==> src/rtl/bcd_conv_arbiter_if.sv <==
// rtl/bcd_conv_arbiter_if.sv - start/done handshake between the arbiter and the shared binary-to-BCD converter
interface bcd_conv_arbiter_if #(
  parameter int BIN_W = 16,
  parameter int BCD_W = 16
);
  logic             conv_start;
  logic [BIN_W-1:0] conv_bin;
  logic             conv_done;
  logic [BCD_W-1:0] conv_bcd;

  modport master (
    output conv_start,
    output conv_bin,
    input  conv_done,
    input  conv_bcd
  );

  modport slave (
    input  conv_start,
    input  conv_bin,
    output conv_done,
    output conv_bcd
  );
endinterface

==> src/rtl/bcd_conv_arbiter.sv <==
// rtl/bcd_conv_arbiter.sv - round-robin sharing of one binary-to-BCD converter among N_REQ channels
// Updates coalesce in per-channel hold registers; each grant runs one start/done exchange.
module bcd_conv_arbiter #(
  parameter int N_REQ   = 3,
  parameter int BIN_W   = 16,
  parameter int BCD_W   = 16,
  parameter int TIMEOUT = 64
) (
  input  logic                     clk,
  input  logic                     rst,
  input  logic [N_REQ-1:0]         upd,
  input  logic [N_REQ*BIN_W-1:0]   upd_bin,
  bcd_conv_arbiter_if.master       conv,
  output logic [N_REQ*BCD_W-1:0]   bcd_out,
  output logic [N_REQ-1:0]         bcd_valid,
  output logic                     busy,
  output logic                     timeout_err
);
  localparam int PTR_W = (N_REQ > 1) ? $clog2(N_REQ) : 1;
  localparam int TMR_W = $clog2(TIMEOUT) + 1;

  typedef enum logic [1:0] {IDLE, START, WAIT} state_t;

  state_t           state;
  state_t           state_nxt;
  logic [BIN_W-1:0] hold [N_REQ];
  logic [N_REQ-1:0] pending;
  logic [PTR_W-1:0] ptr;
  logic [PTR_W-1:0] sel;
  logic [PTR_W-1:0] grant_ch;
  logic [PTR_W-1:0] idx;
  logic             grant_any;
  logic [TMR_W-1:0] timer;
  logic [BIN_W-1:0] conv_bin_q;
  logic             tmo_hit;

  // Scan from farthest to nearest so the nearest pending channel after ptr is the last one kept.
  always_comb begin
    grant_any = 1'b0;
    grant_ch  = '0;
    idx       = '0;
    for (int k = N_REQ; k >= 1; k--) begin
      idx = PTR_W'((int'(ptr) + k) % N_REQ);
      if (pending[idx]) begin
        grant_any = 1'b1;
        grant_ch  = idx;
      end
    end
  end

  assign tmo_hit = (state == WAIT) && !conv.conv_done && (timer == TMR_W'(TIMEOUT - 1));

  always_comb begin
    state_nxt = state;
    case (state)
      IDLE:    if (grant_any) state_nxt = START;
      START:   state_nxt = WAIT;
      WAIT:    if (conv.conv_done || tmo_hit) state_nxt = IDLE;
      default: state_nxt = IDLE;
    endcase
  end

  always_ff @(posedge clk or negedge rst) begin
    if (!rst) state <= IDLE;
    else      state <= state_nxt;
  end

  assign conv.conv_start = (state == START);
  assign conv.conv_bin   = conv_bin_q;
  assign busy            = (state != IDLE);

  always_ff @(posedge clk or negedge rst) begin
    if (!rst) begin
      pending     <= '0;
      ptr         <= PTR_W'(N_REQ - 1);
      sel         <= '0;
      timer       <= '0;
      conv_bin_q  <= '0;
      bcd_out     <= '0;
      bcd_valid   <= '0;
      timeout_err <= 1'b0;
      for (int i = 0; i < N_REQ; i++) hold[i] <= '0;
    end else begin
      bcd_valid   <= '0;
      timeout_err <= 1'b0;

      if (state == IDLE && grant_any) begin
        sel              <= grant_ch;
        ptr              <= grant_ch;
        conv_bin_q       <= hold[grant_ch];
        pending[grant_ch] <= 1'b0;
      end

      if (state == START)     timer <= '0;
      else if (state == WAIT) timer <= timer + 1'b1;

      if (state == WAIT && conv.conv_done) begin
        for (int i = 0; i < N_REQ; i++) begin
          if (i == int'(sel)) begin
            bcd_out[i*BCD_W +: BCD_W] <= conv.conv_bcd;
            bcd_valid[i]              <= 1'b1;
          end
        end
      end

      if (tmo_hit) begin
        timeout_err  <= 1'b1;
        pending[sel] <= 1'b1;
      end

      // Fresh updates come last so they override a same-cycle grant clear.
      for (int i = 0; i < N_REQ; i++) begin
        if (upd[i]) begin
          hold[i]    <= upd_bin[i*BIN_W +: BIN_W];
          pending[i] <= 1'b1;
        end
      end
    end
  end
endmodule

==> src/flat_wrapper.sv <==
// flat-port wrapper written by rule: the top's interface ports become plain ports
module bcd_conv_arbiter_flat 
#(
  parameter int N_REQ   = 3,
  parameter int BIN_W   = 16,
  parameter int BCD_W   = 16,
  parameter int TIMEOUT = 64
)
  (clk, rst, upd, upd_bin, bcd_out, bcd_valid, busy, timeout_err, conv_conv_start, conv_conv_bin, conv_conv_done, conv_conv_bcd);
  bcd_conv_arbiter_if #(.BIN_W(BIN_W), .BCD_W(BCD_W)) conv_i ();
  input  logic clk;
  input  logic rst;
  input  logic [N_REQ-1:0] upd;
  input  logic [N_REQ*BIN_W-1:0] upd_bin;
  output logic [N_REQ*BCD_W-1:0] bcd_out;
  output logic [N_REQ-1:0] bcd_valid;
  output logic busy;
  output logic timeout_err;
  output wire logic [$bits(conv_i.conv_start)-1:0] conv_conv_start;
  output wire logic [$bits(conv_i.conv_bin)-1:0] conv_conv_bin;
  input wire logic [$bits(conv_i.conv_done)-1:0] conv_conv_done;
  input wire logic [$bits(conv_i.conv_bcd)-1:0] conv_conv_bcd;
  assign conv_conv_start = conv_i.conv_start;
  assign conv_conv_bin = conv_i.conv_bin;
  assign conv_i.conv_done = conv_conv_done;
  assign conv_i.conv_bcd = conv_conv_bcd;
  bcd_conv_arbiter #(.N_REQ(N_REQ), .BIN_W(BIN_W), .BCD_W(BCD_W), .TIMEOUT(TIMEOUT)) u_core (.clk(clk), .rst(rst), .upd(upd), .upd_bin(upd_bin), .conv(conv_i), .bcd_out(bcd_out), .bcd_valid(bcd_valid), .busy(busy), .timeout_err(timeout_err));
endmodule
==> config.mk <==
export PLATFORM = sky130hd
export DESIGN_NAME = bcd_conv_arbiter_flat
export DESIGN_NICKNAME = d
export VERILOG_FILES = /design/src/rtl/bcd_conv_arbiter_if.sv /design/src/rtl/bcd_conv_arbiter.sv /design/src/flat_wrapper.sv
export SDC_FILE = /design/constraint.sdc
export NUM_CORES = 1
export LEC_CHECK = 0
export CORE_MARGIN = 5
export CORE_UTILIZATION = 44
export DETAILED_ROUTE_END_ITERATION = 8
export PLACE_DENSITY = 0.83
export SKIP_CTS_REPAIR_TIMING = 1
export SYNTH_ARGS = -nofsm -noshare
export SYNTH_HDL_FRONTEND = slang
export SYNTH_SLANG_ARGS = --single-unit
==> constraint.sdc <==
create_clock -name clk -period 2.29 [get_ports clk]
set_clock_uncertainty 0.1 [all_clocks]
set_input_delay 0.458 -clock clk [delete_from_list [all_inputs] [get_ports clk]]
set_output_delay 0.458 -clock clk [all_outputs]
set_load 0.1 [all_outputs]
Word level (Yosys, flattened, before mapping)
Cells that the tools add are included.
{ "word_totals": {"regBits": 132, "input_bits": 70, "out_inout_bits": 70, "elab_cells": 90} }
{ "classes": {"add_sub_neg": 4, "n_div": 3, "magnitude_cmp": 8, "eq_ne": 7, "mux": 34, "n_bitwise": 4, "reduce_logical": 16} }
{ "op_table": {"columns": ["cell", "count"], "rows": [
  ["32-bit by 3-bit modulo with 32-bit output, second input constant", 3],
  ["16-bit binary-select mux with 2-bit select", 1],
  ["16-bit two-way mux", 2],
  ["2-bit by 3-bit < comparator with 1-bit output, second input constant", 5],
  ["1-bit two-way mux", 15],
  ["7-bit two-way mux", 2],
  ["2-bit two-way mux", 5],
  ["3-bit two-way mux", 3],
  ["2-bit AND reduction", 4],
  ["7-bit by 1-bit adder with 7-bit output, second input constant", 1],
  ["7-bit by 6-bit == test with 1-bit output, second input constant", 1],
  ["2-bit by 2-bit adder with 3-bit output, second input constant", 2],
  ["1-bit binary-select mux with 2-bit select", 3],
  ["1-bit logical AND", 6],
  ["2-bit case mux with 3 select lines", 1],
  ["1-bit demux with 2-bit select", 2],
  ["2-bit == test, first input constant", 2],
  ["2-bit by 1-bit >= comparator with 1-bit output, second input constant", 2],
  ["2-bit logical NOT", 2],
  ["2-bit nonzero test", 2],
  ["2-bit by 1-bit adder with 3-bit output, second input constant", 1],
  ["3-bit bitwise AND", 1],
  ["3-bit >= comparator, second input constant", 1],
  ["2-bit NOT with 3-bit output", 1],
  ["8 further kinds", 8]
]} }

Longest topological paths before layout
{ "depth": {"depth_word": 17, "depth_mapped": 10, "mapped_depth_nobuf": 7} }

Worst setup path before layout
No wires, ideal clock.
{ "synth_path": {"path_type": "reg2reg", "start": "register, netlist name u_core.sel[0]", "end": "register u_core.conv_bin_q[10], in the netlist u_core.conv.conv_bin[10]", "setup_time_ns": 0.070, "arrival_ns": 2.289, "required_time_ns": 2.120, "path_slack_ns": -0.169, "path_stages_with_launch": 9, "path_buffers": 2, "synth_period_minus_slack_ns": 2.459, "cell_sequence": "dfrtp_1 -> inv_1 -> ha_1 -> buf_2 -> mux2_2 -> a311o_2 -> buf_6 -> a2111o_1 -> nand3_1"} }
{ "synth_lines": {"columns": ["item", "line", "text"], "rows": [
  ["end signal: assignment", "bcd_conv_arbiter.sv:90", "conv_bin_q <= hold[grant_ch];"],
  ["end: declaration", "bcd_conv_arbiter.sv:34", "logic [BIN_W-1:0] conv_bin_q;"]
]} }

Worst setup path after layout
{ "layout_path": {"start": "register u_core.ptr[1]", "end": "register u_core.conv_bin_q[15], in the netlist u_core.conv.conv_bin[15]"} }
{ "layout_via": {"elab_chain_cells": 11, "word_cells_on_any_way": 23, "cone_classes": "add/sub (3); div (3); mux (15); bitwise (1); reduce/logical (1)"} }
{ "layout_rtl": {"columns": ["item", "line", "text"], "rows": [
  ["start: declaration", "bcd_conv_arbiter.sv:28", "logic [PTR_W-1:0] ptr;"],
  ["start signal: assignment", "bcd_conv_arbiter.sv:75", "ptr <= PTR_W'(N_REQ - 1);"],
  ["start signal: assignment", "bcd_conv_arbiter.sv:89", "ptr <= grant_ch;"],
  ["2-bit by 2-bit adder with 3-bit output", "bcd_conv_arbiter.sv:43", "idx = PTR_W'((int'(ptr) + k) % N_REQ);"],
  ["32-bit by 3-bit modulo with 32-bit output", "bcd_conv_arbiter.sv:43", null],
  ["1-bit binary-select mux with 2-bit select", "bcd_conv_arbiter.sv:44", "if (pending[idx]) begin"],
  ["1-bit two-way mux (implied by the code)", "bcd_conv_arbiter.sv:44", null],
  ["2-bit two-way mux (3 in a row)", "bcd_conv_arbiter.sv:44", null],
  ["2-bit NOT with 3-bit output (implied by the code)", "bcd_conv_arbiter.sv:90", null],
  ["16-bit binary-select mux with 2-bit select", "bcd_conv_arbiter.sv:90", null],
  ["16-bit two-way mux (implied by the code) (2 in a row)", "bcd_conv_arbiter.sv:90", null]
]} }
Several ways; a longest one is shown, not always the timed one. The select of a mux whose other input is x is not followed.
A chain may end at the register's enable or synchronous reset.

==> results.yml <==
floorplanning:
  dieHeight_um: 126
  design.core.area_mm2: 0.0132
  floorplan.die_area_mm2: 0.0158
  die_x_um: 126
  boundaryPins: 140
  row_count: 42
  floorplan.initialDensity: 0.446
cells_and_area:
  syn_to_final_growth_pct: 41.3
  final_cell_mix: "sky130_fd_sc_hd__dfrtp_1 (129), sky130_fd_sc_hd__buf_4 (90), sky130_fd_sc_hd__nand2_1 (88), sky130_fd_sc_hd__mux2_2 (81), sky130_fd_sc_hd__clkdlybuf4s50_1 (68)"
  n_antenna_cell: 0
  multi_input_area_mm2: 0.00262
  drive_above_1_share: 0.366
  finish.net_count: 740
  register_area_mm2: 0.00328
  layout.cells.most_common: "sky130_fd_sc_hd__dfrtp_1"
  layout.cells.non_filler: 851
  filler_cell_count: 957
  design_area_mm2: 0.00831
grt:
  grt_util_all_layers: 0.202
  via_count_of_the_first_global_routing_pass: 4869
  grt_max_degree: 132
  globalRouteOverflowTotal: 0
  initial_antenna_violation_count: 0
  wire_length_of_the_first_global_routing_pass_mm: 25.3
timing:
  report.final.hold_viol_count: 0
  timing_max_transition_violations_final: 0
  achievable-frequency_mhz: 418
  layout_setup_ws_ps: -102
  slew_headroom: 0.527
  grt_setup_unrepaired: "true"
  worst-slew-pin-transition_ps: 710
  timing.final.setup_violations: 18
  final_min_period_over_clock_period: 1.04
  final_period_minus_worst_setup_slack_ps: 2390
  setup-tns-final_ps: -1260
  final_hold_slack_ps: 4.52
critical_path:
  path_buf_inv: 3
  r2r.worst_path.cells: 9
  reg2reg_from: "u_core.ptr[1]$_DFFE_PN1N_"
  critical_path.most_common_cell: "sky130_fd_sc_hd__buf_6"
  crit_end: "u_core.conv.conv_bin[15]$_DFFE_PN0N_"
  crit_start: "u_core.ptr[1]$_DFFE_PN1N_"
  critical-path-max-stage-delay_ps: 580
  timing.reg2reg.setup_slack_ps: -100
  rr_endpoint: "u_core.conv.conv_bin[15]$_DFFE_PN0N_"
  cp_top_family: "compound AO/OA/AOI/OAI gates"
  critical_path_cell_count: 9
  worst-path-max-fanout: 8
  critPathArrivalTime_ps: 2640
  critical_path_class: "flop to flop"
  endpoint_kind: "flop"
  critical_path_required_ps: 2540
  critical_path.startpoint_type: "flop"
  slowest_stage: "sky130_fd_sc_hd__dfstp_2"
  worstPathCellList: "inv_2 -> ha_4 -> or2b_1 -> o22ai_4 -> buf_6 -> nor3_4 -> buf_6 -> a2111o_1 -> nand3_2"
drt:
  ant_nets: 0
  drt-pass1-iter-count: 4
  routed_wl_mm: 16.3
  wire_per_inst_um: 19.2
  detail_route.iter0.violations: 319
  post_drt_via_cell_ratio: 5.55
  vias: 4726
  remaining_drc_errors: 0
flow_run:
  max-cap-violations: 0
logic_synthesis:
  post_synth.cell_area_avg_um2: 11.6
  seq_area_frac_synth: 0.557
  ffs_w_async_s_r_synth: 1.00
  postSynthRegisterBits: 131
  yosys.cell_types.count: 46
  postSynthNetCount: 583
  netlist_area_mm2: 0.00588
  yosys_warnings: 0
  synth_top_flop_cell: "sky130_fd_sc_hd__dfrtp_1"
  synth_cells: 505
  synth_edf_count: 0
clocking:
  clock_sinks: 131
  cts_root_buffer: "sky130_fd_sc_hd__clkbuf_16"
  htree_depth: 4
  tritoncts.num_buffers: 17
  clk_pin_slew_ps: 50
  cts_max_path_buffers: 2
  clock_latency_ps: 420
  tritoncts: "yes"
placement:
  dp_cells: 810
  place.port_buffers: 139
  post_detailed_placement_cell_area_mm2: 0.00748
  routabilityCongestion: 0.807
  dp_hpwl_mm: 10.7
run_status:
  violated_checks: "setup timing"
  outcome: "finished, violations left"
min_path:
  worstHoldPathType: "input pin to async pin"
-- area by class of cell --
| cell class | count | area share |
|---|---|---|
| Sequential cell | 131 | 0.395 |
| Clock buffer | 29 | 0.0650 |
| Tap cell | 176 | 0.0265 |
| Inverter | 11 | 0.00542 |
| Timing Repair Buffer | 172 | 0.188 |
| Multi-Input combinational cell | 329 | 0.315 |
| Clock inverter | 3 | 0.00482 |
-- layer usage --
| metal | vias to the layer above | GRT usage | wire (um) |
|---|---|---|---|
| li1 | 2144 | - | - |
| met1 | 2361 | 0.235 | 6230 |
| met2 | 176 | 0.354 | 8720 |
| met3 | 45 | 0.0449 | 836 |
| met4 | 0 | 0.0950 | 504 |
| met5 | - | 0 | 0 |
-- metrics by stage --
stage	utilization	worst slack, ps
floorplan	-	-24.5
global placement	0.567	-83.5
detailed placement	0.567	-178
CTS	0.611	-209
global route	0.630	-174
finish	0.630	-102
-- kinds of logic after synthesis --
kind of cell	after synthesis	share of synthesized area
compound gates	77	0.102
xor+xnor	2	0.00298
fa+ha+maj	8	0.0170
buf+inv	48	0.0342
flops	131	0.557
mux	88	0.167
simple gates	151	0.120
-- cell usage after synthesis (2+ instances only) --
cell	number	area, um^2
sky130_fd_sc_hd__buf_1	2	7.51
sky130_fd_sc_hd__mux2_2	82	923
sky130_fd_sc_hd__clkbuf_1	28	105
sky130_fd_sc_hd__nand3_1	19	95.1
sky130_fd_sc_hd__inv_1	10	37.5
sky130_fd_sc_hd__buf_2	5	25.0
sky130_fd_sc_hd__o31ai_1	3	22.5
sky130_fd_sc_hd__dfrtp_1	130	3250
sky130_fd_sc_hd__nand2b_1	7	43.8
sky130_fd_sc_hd__mux2i_1	6	60.1
sky130_fd_sc_hd__a21boi_0	2	15.0
sky130_fd_sc_hd__nand4_1	17	106
sky130_fd_sc_hd__and3_1	2	12.5
sky130_fd_sc_hd__buf_6	2	22.5
sky130_fd_sc_hd__a2111o_1	16	180
sky130_fd_sc_hd__nand3b_1	4	30.0
sky130_fd_sc_hd__o21ai_0	9	45.0
sky130_fd_sc_hd__nand2_1	88	330
sky130_fd_sc_hd__ha_1	8	100
sky130_fd_sc_hd__nor2b_1	2	12.5
sky130_fd_sc_hd__nor2_1	4	15.0
sky130_fd_sc_hd__a32oi_1	16	140
sky130_fd_sc_hd__a21oi_1	20	100
-- worst reg2reg max path: stages, from the launching register on --
cell	delay [ps]
sky130_fd_sc_hd__dfstp_2	580
sky130_fd_sc_hd__inv_2	80
sky130_fd_sc_hd__ha_4	160
sky130_fd_sc_hd__or2b_1	270
sky130_fd_sc_hd__o22ai_4	280
sky130_fd_sc_hd__buf_6	160
sky130_fd_sc_hd__nor3_4	60
sky130_fd_sc_hd__buf_6	170
sky130_fd_sc_hd__a2111o_1	370
sky130_fd_sc_hd__nand3_2	90
-- registers in the layout, summed over array words and instances (netlist names) --
register and cells:
u_core.sel 2, u_core.bcd_out 48, u_core.hold 48, u_core.pending 3
u_core.timeout_err 1, u_core.state 2, u_core.timer 7, u_core.ptr 1
u_core.bcd_valid 3, u_core.conv.conv_bin 16
-- worst min-delay path by stage --
stage	startpoint	to	slack, ps	depth (start not counted)
after floorplan	rst	u_core.bcd_out[0]$_DFFE_PN0P_	60	0
final	rst	u_core.hold[38]$_DFFE_PN0P_	5	2
after global placement	u_core.bcd_out[46]$_DFFE_PN0P_	u_core.bcd_out[46]$_DFFE_PN0P_	360	2
after global routing	rst	u_core.hold[38]$_DFFE_PN0P_	110	2
after detailed placement	u_core.bcd_out[45]$_DFFE_PN0P_	u_core.bcd_out[45]$_DFFE_PN0P_	370	2
after CTS	rst	u_core.hold[38]$_DFFE_PN0P_	80	2
Power is left out: the tool's default activity adds up to more than one toggle a clock period on the data nets, which glitch-free logic cannot reach.
